File: src/rtl/color_pkg.sv
// rtl/color_pkg.sv - filter select codes, color codes and scan states shared by the color scanner
package color_pkg;

    // Slot index equals the filter select code, so slot order is red, blue, clear, green
    localparam logic [1:0] SEL_RED   = 2'b00;
    localparam logic [1:0] SEL_BLUE  = 2'b01;
    localparam logic [1:0] SEL_CLEAR = 2'b10;
    localparam logic [1:0] SEL_GREEN = 2'b11;

    localparam logic [1:0] COL_NONE  = 2'b00;
    localparam logic [1:0] COL_RED   = 2'b01;
    localparam logic [1:0] COL_GREEN = 2'b10;
    localparam logic [1:0] COL_BLUE  = 2'b11;

    typedef enum logic [2:0] {
        ST_IDLE,
        ST_SETTLE,
        ST_GATE,
        ST_STORE,
        ST_CLASSIFY
    } state_e;

endpackage

File: src/rtl/edge_counter.sv
// rtl/edge_counter.sv - synchronizes one sensor wave and counts its rising edges with saturation
module edge_counter #(
    parameter int CNT_W = 16
) (
    input  logic             clk_i,
    input  logic             rst_ni,
    input  logic             wave_i,
    input  logic             clr_i,
    input  logic             en_i,
    output logic [CNT_W-1:0] count_o
);

    // [0],[1] form the synchronizer; [2] holds the previous synchronized value
    logic [2:0]       sync_q;
    logic [CNT_W-1:0] cnt_q, cnt_d;
    logic             rise;

    assign rise    = sync_q[1] & ~sync_q[2];
    assign count_o = cnt_q;

    always_comb begin
        cnt_d = cnt_q;
        if (clr_i) begin
            cnt_d = '0;
        end else if (en_i && rise && (cnt_q != {CNT_W{1'b1}})) begin
            cnt_d = cnt_q + 1'b1;
        end
    end

    always_ff @(posedge clk_i or negedge rst_ni) begin
        if (!rst_ni) begin
            sync_q <= '0;
            cnt_q  <= '0;
        end else begin
            sync_q <= {sync_q[1:0], wave_i};
            cnt_q  <= cnt_d;
        end
    end

endmodule

File: src/rtl/color_scan.sv
// rtl/color_scan.sv - steps the shared filter through red/blue/clear/green and classifies each channel
module color_scan import color_pkg::*; #(
    parameter int CH        = 2,
    parameter int CLK_DIV   = 50,
    parameter int SETTLE_US = 100,
    parameter int GATE_US   = 1000,
    parameter int CNT_W     = 16,
    parameter int MIN_CLEAR = 20
) (
    input  logic            clk,
    input  logic            rst,
    input  logic            en,
    input  logic [CH-1:0]   wave,
    output logic [1:0]      sel,
    output logic [2*CH-1:0] color,
    output logic            valid
);

    localparam int DIV_W   = $clog2(CLK_DIV + 1);
    localparam int TMAX    = (SETTLE_US > GATE_US) ? SETTLE_US : GATE_US;
    localparam int TCK_W   = $clog2(TMAX + 1);
    localparam logic [DIV_W-1:0] DIV_LAST    = DIV_W'(CLK_DIV - 1);
    localparam logic [TCK_W-1:0] SETTLE_LAST = TCK_W'(SETTLE_US - 1);
    localparam logic [TCK_W-1:0] GATE_LAST   = TCK_W'(GATE_US - 1);

    state_e            state_q, state_d;
    logic [DIV_W-1:0]  div_q, div_d;
    logic [TCK_W-1:0]  tck_q, tck_d;
    logic [1:0]        idx_q, idx_d;
    logic [2*CH-1:0]   color_q, color_d;
    logic              valid_q, valid_d;
    logic [CNT_W-1:0]  slot_q [CH][4];
    logic [CNT_W-1:0]  count [CH];
    logic [2*CH-1:0]   class_w;
    logic              tick, cnt_clr, cnt_en;

    function automatic logic [1:0] classify(input logic [CNT_W-1:0] r, g, b, c);
        if (c < CNT_W'(MIN_CLEAR)) return COL_NONE;
        if ((r >= g) && (r >= b))  return COL_RED;
        if (g >= b)                return COL_GREEN;
        return COL_BLUE;
    endfunction

    for (genvar gi = 0; gi < CH; gi++) begin : g_ch
        edge_counter #(.CNT_W(CNT_W)) u_cnt (
            .clk_i   (clk),
            .rst_ni  (rst),
            .wave_i  (wave[gi]),
            .clr_i   (cnt_clr),
            .en_i    (cnt_en),
            .count_o (count[gi])
        );
    end

    assign tick   = (div_q == DIV_LAST);
    assign cnt_en = (state_q == ST_GATE);
    assign sel    = (state_q == ST_IDLE) ? SEL_RED : idx_q;
    assign color  = color_q;
    assign valid  = valid_q;

    always_comb begin
        class_w = '0;
        for (int c = 0; c < CH; c++) begin
            class_w[2*c +: 2] = classify(slot_q[c][SEL_RED], slot_q[c][SEL_GREEN],
                                         slot_q[c][SEL_BLUE], slot_q[c][SEL_CLEAR]);
        end
    end

    always_comb begin
        state_d = state_q;
        tck_d   = tck_q;
        idx_d   = idx_q;
        cnt_clr = 1'b0;
        div_d   = tick ? '0 : div_q + 1'b1;
        valid_d = (state_q == ST_CLASSIFY);
        color_d = (state_q == ST_CLASSIFY) ? class_w : color_q;
        case (state_q)
            ST_IDLE: begin
                div_d   = '0;
                tck_d   = '0;
                idx_d   = '0;
                cnt_clr = 1'b1;
                if (en) state_d = ST_SETTLE;
            end
            ST_SETTLE: if (tick) begin
                if (tck_q == SETTLE_LAST) begin
                    tck_d   = '0;
                    cnt_clr = 1'b1;
                    state_d = ST_GATE;
                end else begin
                    tck_d = tck_q + 1'b1;
                end
            end
            ST_GATE: if (tick) begin
                if (tck_q == GATE_LAST) begin
                    tck_d   = '0;
                    state_d = ST_STORE;
                end else begin
                    tck_d = tck_q + 1'b1;
                end
            end
            ST_STORE: begin
                if (idx_q == 2'd3) begin
                    state_d = ST_CLASSIFY;
                end else begin
                    idx_d   = idx_q + 1'b1;
                    state_d = ST_SETTLE;
                end
            end
            ST_CLASSIFY: begin
                idx_d   = '0;
                state_d = en ? ST_SETTLE : ST_IDLE;
            end
            default: state_d = ST_IDLE;
        endcase
        // CLASSIFY is a single clk that always finishes; every other active state aborts on en low
        if (!en && (state_q != ST_IDLE) && (state_q != ST_CLASSIFY)) state_d = ST_IDLE;
    end

    always_ff @(posedge clk or negedge rst) begin
        if (!rst) begin
            state_q <= ST_IDLE;
            div_q   <= '0;
            tck_q   <= '0;
            idx_q   <= '0;
            color_q <= '0;
            valid_q <= 1'b0;
            for (int c = 0; c < CH; c++) begin
                for (int f = 0; f < 4; f++) slot_q[c][f] <= '0;
            end
        end else begin
            state_q <= state_d;
            div_q   <= div_d;
            tck_q   <= tck_d;
            idx_q   <= idx_d;
            color_q <= color_d;
            valid_q <= valid_d;
            if (state_q == ST_STORE) begin
                for (int c = 0; c < CH; c++) slot_q[c][idx_q] <= count[c];
            end
        end
    end

endmodule

File: config.mk
export PLATFORM = sky130hd
export DESIGN_NAME = color_scan
export DESIGN_NICKNAME = d
export VERILOG_FILES = /design/src/rtl/color_pkg.sv /design/src/rtl/edge_counter.sv /design/src/rtl/color_scan.sv
export SDC_FILE = /design/constraint.sdc
export NUM_CORES = 1
export LEC_CHECK = 0
export ABC_AREA = 1
export BUFFER_PORTS_ARGS = -buffer_cell sky130_fd_sc_hd__clkbuf_2
export CELL_PAD_IN_SITES_DETAIL_PLACEMENT = 0
export CELL_PAD_IN_SITES_GLOBAL_PLACEMENT = 1
export CORE_MARGIN = 5
export CORE_UTILIZATION = 45
export DETAILED_ROUTE_END_ITERATION = 12
export PLACE_DENSITY = 0.74
export SYNTH_ARGS = -nofsm -noshare
export SYNTH_HDL_FRONTEND = slang
export SYNTH_SLANG_ARGS = --single-unit
export TNS_END_PERCENT = 30
File: constraint.sdc
create_clock -name clk -period 2.1 [get_ports clk]
set_input_delay 0.42 -clock clk [delete_from_list [all_inputs] [get_ports clk]]
set_output_delay 0.42 -clock clk [all_outputs]
set_load 0.005 [all_outputs]
### Word level (Yosys, flattened, before mapping)

Index checks and enable logic that the tools add are counted.

* bits in registers: 192
* bits of input ports: 5
* word-level logic and storage cells: 131

* add/sub/neg operators: 5
* equal/unequal tests: 19
* reductions and logical operators: 20
* $lt $le $gt $ge: 10
* bitwise operators: 5
* multiplexer cells: 54

Operator list (number)
* $bwmux 64: 2
* $ge 16x16->1: 6
* $mux 16: 5
* $mux 10: 4
* $add 16x1->16 const B: 2
* $demux 16 s2: 1
* $lt 16x5->1 const B: 2
* $ne 16x16->1 const B: 2
* $pmux 10 s3: 1
* $mux 2: 14
* $mux 3: 7
* $mux 1: 15
* $ne 3x3->1 const B: 5
* $pmux 3 s5: 1
* $mux 6: 2
* $add 10x1->10 const B: 1
* $eq 10x10->1 const B: 1
* $eq 10x7->1 const B: 1
* $logic_and 1x1->1: 9
* $add 6x1->6 const B: 1
* $eq 3x2->1 const B: 2
* $eq 6x6->1 const B: 1
* $ne 2x2->1 const B: 3
* $reduce_bool 2->1: 3
* other kinds (19): 22

### Depth between registers and ports, before layout

Gate-level depths: netlist (run 1).

* word-level depth: 9
* depth in mapped cells: 15
* gate-level depth less buffers: 15

### Hierarchy

A second synthesis (run 1) with hierarchy kept.

* cells, all modules: 1309
* area, all modules: 10556.4 µm²

Modules (own cells, without submodules)
* color_scan: cells each 1009, instances 1, area each 8364.3 µm²
* edge_counter: cells each 150, instances 2, area each 1096.1 µm²

### Worst setup path after synthesis (run 1)

OpenSTA, ideal clock, no wires.

* path kind: register to register
* from: register tck_q[0]
* to: register g_ch[0].u_cnt.cnt_q[15]
* path buffers: 1
* slack: 0.455 ns
* stages on the path, launching flop included: 10
* data arrival time: 1.579 ns
* path through: dfrtp_1 -> ha_1 -> inv_1 -> nor3_1 -> nand4_1 -> nor2_1 -> a21oi_2 -> clkbuf_1 -> nand3_1 -> nand2_1

* longest elaborated chain between the ends: 5
* elaborated cells on any way between the ends: 6
* classes of those cells: eq/ne (1); mux (4); reduce/logical (1)

Ends and longest elaborated chain
* start, declared: RTL line color_scan.sv:28 `logic [TCK_W-1:0] tck_q, tck_d;`
* start signal, assigned: RTL line color_scan.sv:134 `tck_q <= tck_d;`
* $eq 10x7->1 *: RTL line color_scan.sv:86 `if (tck_q == SETTLE_LAST) begin`
* $mux 1 *: RTL line color_scan.sv:86
* $mux 1 *: RTL line color_scan.sv:85 `ST_SETTLE: if (tick) begin`
* $pmux 1 s2 *: RTL line color_scan.sv:77 `case (state_q)`
* $mux 16 / $reduce_bool 2->1 (equally long branches)
* end signal, assigned: RTL line edge_counter.sv:36 `cnt_q <= cnt_d;`
* end, declared: RTL line edge_counter.sv:15 `logic [CNT_W-1:0] cnt_q, cnt_d;`

Mark *: on every way between the ends. The rest lies on a longest branch, timed or not.
A chain may end at the register's enable or synchronous reset.

### Worst setup path after layout (run 1)

* from: register state_q[1]
* to: output port sel[1]

* longest elaborated chain between the ends: 2

Ends and longest elaborated chain
* start, declared: RTL line color_scan.sv:26 `state_e state_q, state_d;`
* start signal, assigned: RTL line color_scan.sv:132 `state_q <= state_d;`
* $logic_not 3->1: RTL line color_scan.sv:57 `assign sel = (state_q == ST_IDLE) ? SEL_RED : idx_q;`
* $mux 2: RTL line color_scan.sv:57
* end, declared: RTL line color_scan.sv:14 `output logic [1:0] sel,`

Every way passes these cells.

==> flow_summary.toml, run 1 <==
[status]
status = "completed"

[finish]
synthToLayoutAreaGrowth_pct = 11.3
n_antenna_cell = 0
nFillCells = 2196
seqCellArea_um2 = 4700
multi_input_area_um2 = 4910
layout-drive-gt1-share_pct = 6.63
final_nets = 1395

[floorplanning]
die_w_um = 161
initial_utilization_pct = 45.6
core_area_um2 = 22600
rows = 55
io_pins = 12
die_y_um = 161
dieArea_um2 = 26100

[place]
pre_cts_ws_ps = -144
place.gp.congestion = 0.819
io_buffers = 11
dp_hpwl_um = 16400

[pwr]
power.clock.fraction_pct = 37.4
combPwrFrac_pct = 17.9
ir_drop_uv = 688
p_switching_mw = 2.74
p_per_area_nw_per_um2 = 756
pwr-share-seq_pct = 44.6
p_leak_nw = 5.61
p_int_mw = 5.93
swShare_pct = 31.6

[critical_path]
cp.required_ps = 1680
startpoint = "state_q[1]"
rrSetupSlack_ps = 170
cp-endpoint = "sel[1]"
cp-start-kind = "register"
end_kind = "output port"
cp.arrival_ps = 1590
ff2ff_path_depth = 5
path_class = "register to output port"
r2r-end = "tck_q[9]"
crit-reg2reg-launch = "state_q[0]"
path_max_fanout = 5

[timing]
rsz0062_at_grt = "true"
max_freq_ghz = 0.496
final-setup-viol-count = 0
report.final.slew_viol_count = 0
period_needed_ps = 2010
tightest_slew_ps = 704
setup_ws_ps = 85.4
min_period_over_period_pct = 95.9
final-hold-violation-count = 0
finalSetupTns_ps = 0
fin_skew_ps = 10.7
slew_headroom_pct = 52.9

[grt]
grt_max_degree = 65
grt_util_all_layers_pct = 18.6
antenna_found_initial = 0
grt_pass1_vias = 7751
overflow = 0
grt_pass1_wl_um = 39400

[logic_synthesis]
synth.yosys.seq_area_share_pct = 45.6
ys_seq_elements = 188
synth-edff-count = 0
yosys-top-cells-area = "dfrtp_1 (46%), ha_1 (13%), nand2_1 (12%), o21ai_0 (7.2%), inv_1 (5.9%)"
synth_top_area_share_pct = 45.6
ys_warn_count = 0
yosysMostFrequentCell = "nand2_1"
synth_top_cell_by_area = "dfrtp_1"
synthCells = 1263
netlist-cell-type-count = 35
ys_top_cells_by_count = "nand2_1 (326), dfrtp_1 (188), inv_1 (161)"
ys_dominant_reg_cell = "dfrtp_1"
syn_area_um2 = 10300
async_flop_share_pct = 100
syn_nets = 1373
synth_area_per_cell_um2 = 8.17

[worst_hold_path]
hp-class = "primary input to register"

[clock_network]
clk_pin_slew_ps = 70
clock-root-buffer = "clkbuf_16"
cts_tree = "done"
numCtsBuffers = 17
insertion_delay_ps = 440
htree_levels = 4
clockBufferDepth = 2
clkSinkCount = 188

[route]
ant_nets = 0
drt-vias-per-instance = 5.10
vias = 8078
drt-total-wl_um = 23000
drcViolationCount = 0
drt_iter0_markers = 588
avgRoutedWirePerCell_um = 14.5
drt_pass1_iterations = 5

[flow_run]
drv_cap = 0
[how the worst min path moves through the flow]
| stage | slack, ps | depth (start not counted) | from | endpoint |
|---|---|---|---|---|
| after global routing | 70 | 1 | wave[0] | g_ch[0].u_cnt.sync_q[0] |
| after floorplan | 120 | 0 | rst | color[0] |
| after detailed placement | 330 | 1 | rst | slot_q[99] |
| after CTS | 70 | 1 | wave[0] | g_ch[0].u_cnt.sync_q[0] |
| after global placement | 320 | 1 | rst | slot_q[114] |
| final | 90 | 1 | wave[1] | g_ch[1].u_cnt.sync_q[0] |
[worst max-delay path, stage by stage (launching register included)]
cell and delay (ps):
dfrtp_1 430, nor2_1 230, nand2_1 150, inv_2 190
nor2_1 60, clkbuf_2 110
[metal layers]
layer,global-route usage (%),wire (µm),vias to the layer above
met5,0,0,-
met4,4.34,240,0
met3,2.86,797,16
met2,28.6,10100,119
met1,27.9,11800,3783
li1,-,-,4160
[what timing repair did]
action | 4_1_cts | 5_1_grt
pin swaps | 1 | 1
endpoints found under the hold margin | 22 | 0
endpoints found under the setup margin | 32 | 37
gates cloned | 1 | 0
gates resized for setup | 2 | 5
buffers inserted | 0 | 4
hold buffers | 1 | 0
[registers in the layout, summed over array words and instances, names as in the netlist]
signal	cells
g_ch.u_cnt.sync_q	6
valid	1
g_ch.u_cnt.count_o	32
state_q	3
idx_q	2
slot_q	124
div_q	6
tck_q	10
color	4
[stage by stage]
step | std cells | hold slack (ps) | util (%) | instance area (µm²) | total power [mW]
5_1_grt | 1583 | 69.5 | 50.7 | 11500 | 9.19
6_report | 1583 | 88.5 | 50.7 | 11500 | 8.67
2_1_floorplan | 1263 | 124 | - | 10300 | 4.90
3_3_place_gp | 1545 | 323 | 47.8 | 10800 | 5.45
3_5_place_dp | 1545 | 326 | 47.8 | 10800 | 5.45
4_1_cts | 1579 | 72.8 | 50.5 | 11400 | 8.79
[kinds of logic (layout without fill, tap and decap cells)]
| kind of cell | Yosys count | count (layout) | share of synthesized area [%] |
|---|---|---|---|
| fa+ha+maj | 105 | 105 | 12.7 |
| buf+inv | 195 | 229 | 7.19 |
| flops | 188 | 188 | 45.6 |
| compound gates | 215 | 216 | 10.8 |
| simple gates | 541 | 541 | 22.0 |
| xor+xnor | 19 | 19 | 1.61 |
[final cells by class]
class | count | share of cell area (%)
clock buffer | 18 | 3.83
sequential | 188 | 41.0
clock inverter | 14 | 1.30
tap | 285 | 3.11
multi-input combinational | 881 | 42.8
timing repair buffer | 35 | 2.69
inverter | 162 | 5.33
[cell usage in the layout, fill, tap and decap left out, types with 3 or more instances in the layout]
cell type   instances
nor3_1             27
clkbuf_16          17
nor2_2              3
nor4_1              5
and3_1              5
dfrtp_1           188
a21oi_1            45
buf_12              5
nor2_1             82
inv_8               5
buf_4              18
o21ai_0           148
o21a_1              4
nand2_2             5
inv_1             159
o21bai_1            5
nand3_1            62
clkbuf_2           10
nand2_1           322
o21ai_1             5
nand4_1            19
ha_1              105
clkinvlp_4          4
xor2_1             18
[power by group through the flow]
stage	Clock (mW)	Combinational (mW)	Sequential [mW]
floorplan	0	0.976	3.92
global placement	0	1.52	3.94
detailed placement	0	1.50	3.94
CTS	3.35	1.57	3.87
global route	3.50	1.80	3.90
finish	3.25	1.56	3.87
No activity file was read; power rests on OpenSTA's default activity.
==> run 2: changes to the inputs <==
--- a/config.mk
+++ b/config.mk
@@ -12,7 +12,7 @@
 export CORE_MARGIN = 5
 export CORE_UTILIZATION = 45
 export DETAILED_ROUTE_END_ITERATION = 12
-export PLACE_DENSITY = 0.74
+export PLACE_DENSITY = 0.75
 export SYNTH_ARGS = -nofsm -noshare
 export SYNTH_HDL_FRONTEND = slang
 export SYNTH_SLANG_ARGS = --single-unit
==> flow_summary.toml, run 2 (synthesis gave the netlist of run 1 again) <==
[status]
status = "completed"

[finish]
synthToLayoutAreaGrowth_pct = 12.1
fin_util_pct = 51.1
layout-drive-gt1-share_pct = 7.27
stdcell_area_um2 = 11600
final_cell_mix = "nand2_1 (323), dfrtp_1 (188), inv_1 (159), o21ai_0 (147), ha_1 (105)"
final_common_cell = "nand2_1"
regMostFlops = "slot_q"
n_antenna_cell = 0
nFillCells = 2127
final_nets = 1404
largest_reg_flops = 124

[pwr]
ir_drop_uv = 502
pwr-share-seq_pct = 43.9
total_power_mw = 8.84
power.clock.fraction_pct = 38.2
p_leak_nw = 5.66
swShare_pct = 30.1
p_int_mw = 6.18
p_per_area_nw_per_um2 = 764
combPwrFrac_pct = 17.9
p_switching_mw = 2.66

[route]
vias = 7999
avgRoutedWirePerCell_um = 14.4
drt-vias-per-instance = 5.02
drt_pass1_iterations = 5
drt_iter0_markers = 514
drcViolationCount = 0
ant_nets = 0
drt-total-wl_um = 22900

[floorplanning]
rows = 55
initial_utilization_pct = 45.6
die_w_um = 161
die_y_um = 161
dieArea_um2 = 26100
core_area_um2 = 22600
io_pins = 12

[flow_run]
drv_cap = 0

[critical_path]
path_max_fanout = 10
crit_cells = 5
cp_top_family = "simple AND/OR/NAND/NOR gates"
r2r-end = "tck_q[9]"
rrSetupSlack_ps = 150
cp-endpoint = "tck_q[9]"
startpoint = "state_q[0]"
cp-start-kind = "register"
crit_buf_inv = 1
crit-reg2reg-launch = "state_q[0]"
worst_path_max_delay_cell = "nor3_2"
path_cells = "inv_1, nor3_2, o21ai_2, nor2_1, nor3_1"
cp.required_ps = 2400
end_kind = "register"
ff2ff_path_depth = 5
cpPeakStageDelay_ps = 520
cp.arrival_ps = 2240
path_class = "register to register"

[timing]
period_needed_ps = 1950
min_period_over_period_pct = 92.7
fin_skew_ps = 7.55
final-setup-viol-count = 0
tightest_slew_ps = 719
report.final.slew_viol_count = 0
rsz0062_at_grt = "true"
final-hold-violation-count = 0
slew_headroom_pct = 51.9
max_freq_ghz = 0.514

[clock_network]
clock-root-buffer = "clkbuf_16"
cts_tree = "done"
numCtsBuffers = 17
insertion_delay_ps = 430
htree_levels = 4
clk_pin_slew_ps = 70
clkSinkCount = 188
clockBufferDepth = 2

[place]
place.gp.congestion = 0.808
dp_hpwl_um = 16700
dpl_cell_area_um2 = 10900
io_buffers = 11

[grt]
overflow = 0
grt_pass1_wl_um = 39000
grt_util_all_layers_pct = 18.4
grt_pass1_vias = 7677
antenna_found_initial = 0
grt_max_degree = 57

[worst_hold_path]
hp-class = "primary input to register"
[run 2: changes by cell type in the layout (fill, tap and decap cells not counted), sizes merged]
cell / before / now
buf: 23 / 32
inv: 168 / 163
clkinv: 3 / 7
bufinv: 1 / 3
clkinvlp: 4 / 2
clkbuf: 29 / 30
[run 2: what timing repair did]
action | CTS | global route
setup endpoints to repair | 32 | 19
endpoints found under the hold margin | 45 | 0
cloned | 1 | 0
gates resized for setup | 2 | 8
pin swaps | 1 | 1
hold buffers | 1 | 0
setup buffers | 0 | 4
[run 2: cell type report]
type | count | area [µm²] | area share (%)
Tap cell | 285 | 357 | 3.08
Sequential cell | 188 | 4700 | 40.7
Clock inverter | 13 | 165 | 1.43
Timing Repair Buffer | 44 | 364 | 3.15
Clock buffer | 19 | 453 | 3.92
Inverter | 162 | 617 | 5.33
Multi-Input combinational cell | 881 | 4910 | 42.4
[run 2: worst register-to-register path, stage by stage, from the launching register on]
cell	delay, ps
dfrtp_1	420
inv_1	100
nor3_2	520
o21ai_2	260
nor2_1	390
nor3_1	120
[run 2: worst min-delay path by stage]
stage                                       start  cells after the start                       to  slack [ps]
after floorplan                               rst                      0                 color[0]         120
after global placement    g_ch[1].u_cnt.sync_q[0]                      0  g_ch[1].u_cnt.sync_q[1]         360
after detailed placement  g_ch[1].u_cnt.sync_q[0]                      0  g_ch[1].u_cnt.sync_q[1]         350
after CTS                                 wave[0]                      1  g_ch[0].u_cnt.sync_q[0]          70
after global routing                      wave[0]                      1  g_ch[0].u_cnt.sync_q[0]          80
final                                     wave[1]                      1  g_ch[1].u_cnt.sync_q[0]          90
[run 2: per-layer routing]
layer | vias up | GRT usage [%] | share of wire [%]
li1 | 4176 | - | -
met4 | 0 | 4.42 | 0.93
met3 | 18 | 2.78 | 2.5
met5 | - | 0 | 0
met1 | 3719 | 27.8 | 53
met2 | 86 | 27.9 | 44
[run 2: power by group through the flow]
stage,Clock (mW),Sequential [mW],Combinational (mW)
6_report,3.37,3.88,1.59
5_1_grt,3.61,3.90,1.81
3_3_place_gp,0,3.94,1.52
3_5_place_dp,0,3.95,1.52
2_1_floorplan,0,3.92,0.976
4_1_cts,3.47,3.88,1.59
[run 2: metrics by stage]
step	hold WS, ps	std cells	TNS, ps	setup slack [ps]
6_report	93.1	1592	0	153
5_1_grt	77.0	1592	-17.4	-12.1
3_5_place_dp	354	1554	-2990	-214
3_3_place_gp	359	1554	-1430	-133
2_1_floorplan	124	1263	0	455
4_1_cts	68.8	1588	0	74.5
==> run 3: changes to the inputs <==
--- a/config.mk
+++ b/config.mk
@@ -10,9 +10,11 @@
 export CELL_PAD_IN_SITES_DETAIL_PLACEMENT = 0
 export CELL_PAD_IN_SITES_GLOBAL_PLACEMENT = 1
 export CORE_MARGIN = 5
-export CORE_UTILIZATION = 45
+export CORE_UTILIZATION = 35
+export CTS_CLUSTER_DIAMETER = 150
 export DETAILED_ROUTE_END_ITERATION = 12
-export PLACE_DENSITY = 0.75
+export PLACE_DENSITY = 0.61
+export SKIP_LAST_GASP = 1
 export SYNTH_ARGS = -nofsm -noshare
 export SYNTH_HDL_FRONTEND = slang
 export SYNTH_SLANG_ARGS = --single-unit
==> flow_summary.toml, run 3 (synthesis gave the netlist of run 1 again) <==
[flow_run]
drv_cap = 0

[floorplanning]
die_w_um = 182
io_pins = 12
core_area_um2 = 28900
die_y_um = 182
initial_utilization_pct = 35.6
dieArea_um2 = 33000
rows = 62

[grt]
grt_util_all_layers_pct = 15.3
antenna_found_initial = 0
grt_pass1_wl_um = 41100
overflow = 0
grt_pass1_vias = 7794
grt_max_degree = 57

[finish]
synthToLayoutAreaGrowth_pct = 12.9
largest_reg_flops = 124
final_cell_mix = "nand2_1 (322), dfrtp_1 (188), inv_1 (159), o21ai_0 (149), ha_1 (105)"
seqCellArea_um2 = 4700
layout-drive-gt1-share_pct = 6.82
final_common_cell = "nand2_1"
nFillCells = 2933
final_nets = 1402
n_antenna_cell = 0
regMostFlops = "slot_q"
multi_input_area_um2 = 4900
stdcell_area_um2 = 11600

[pwr]
p_leak_nw = 5.63
p_switching_mw = 2.72
p_int_mw = 6.01
ir_drop_uv = 449
pwr-share-seq_pct = 44.3
power.clock.fraction_pct = 37.6
swShare_pct = 31.2
p_per_area_nw_per_um2 = 750
total_power_mw = 8.73
combPwrFrac_pct = 18.1

[clock_network]
clkSinkCount = 188
clk_pin_slew_ps = 70
clock-root-buffer = "clkbuf_16"
htree_levels = 4
insertion_delay_ps = 430
numCtsBuffers = 17
cts_tree = "done"
clockBufferDepth = 2

[place]
place.gp.congestion = 0.772
pre_cts_ws_ps = -215
io_buffers = 11
dpl_cell_area_um2 = 11000
dp_hpwl_um = 17700

[critical_path]
crit-reg2reg-launch = "state_q[2]"
startpoint = "state_q[2]"
path_class = "register to register"
cp.required_ps = 2390
cp.arrival_ps = 2370
end_kind = "register"
path_max_fanout = 10
cp-start-kind = "register"

[timing]
fin_skew_ps = 11.7
period_needed_ps = 2080
tightest_slew_ps = 736
report.final.slew_viol_count = 0
rsz0062_at_grt = "true"
final-setup-viol-count = 0
setup_ws_ps = 18.7
slew_headroom_pct = 50.7
finalSetupTns_ps = 0
final-hold-violation-count = 0
max_freq_ghz = 0.480
min_period_over_period_pct = 99.1

[worst_hold_path]
hp-start = "wave[0]"
hp-class = "primary input to register"

[status]
status = "completed"

[route]
drt-total-wl_um = 24500
drt-vias-per-instance = 4.70
avgRoutedWirePerCell_um = 14.5
drt_iter0_markers = 509
ant_nets = 0
drt_pass1_iterations = 5
drcViolationCount = 0
vias = 7930
==> run 3: worst max-delay path: stages (launching register included) <==
cell and delay, ps:
dfrtp_1 430, nor3_2 650, o21ai_2 290, nor2_1 460, nor3_1 110
==> run 3: cell type report <==
type                            count  area share (%)
Inverter                          162            5.25
Sequential cell                   188            40.4
Timing Repair Buffer               42            3.10
Multi-Input combinational cell    881            42.1
Clock buffer                       21            3.87
Clock inverter                     11            1.15
Tap cell                          384            4.13
==> run 3: worst paths after layout <==
kind	slack [ps]	depth (start not counted)	to
max	20	4	tck_q[9]
min	100	1	g_ch[0].u_cnt.sync_q[0]
max reg2reg	20	4	tck_q[9]
min reg2reg	360	0	g_ch[1].u_cnt.sync_q[1]
max in group asynchronous	950	3	tck_q[9]
min in group asynchronous	520	2	slot_q[115]
==> run 3: per-stage QoR <==
stage          util (%)  cells  hold WS (ps)
2_1_floorplan         -   1263           124
3_3_place_gp       38.0   1651           358
3_5_place_dp       38.0   1651           341
4_1_cts            40.1   1685          74.4
5_1_grt            40.3   1689          73.7
6_report           40.3   1689          96.6
==> run 3: repair_timing <==
item / in CTS / in global routing
resized for setup: 1 / 4
gates cloned: 1 / 0
pin swaps: 1 / 1
hold buffers: 1 / 0
buffers inserted: 0 / 4
endpoints found under the hold margin: 40 / 0
setup endpoints to repair: 32 / 41
==> run 3: power groups by stage <==
stage / sequential (mW) / clock, mW / combinational (mW)
detailed placement: 3.94 / 0 / 1.52
CTS: 3.87 / 3.37 / 1.60
global placement: 3.94 / 0 / 1.53
floorplan: 3.92 / 0 / 0.976
finish: 3.87 / 3.28 / 1.58
global route: 3.89 / 3.53 / 1.81
==> run 3: layer usage <==
layer,track usage [%],vias to the layer above,wire length [µm]
li1,-,4177,-
met1,22.9,3668,13200
met2,23.3,72,10600
met3,2.60,13,607
met4,3.12,0,214
met5,0,-,0
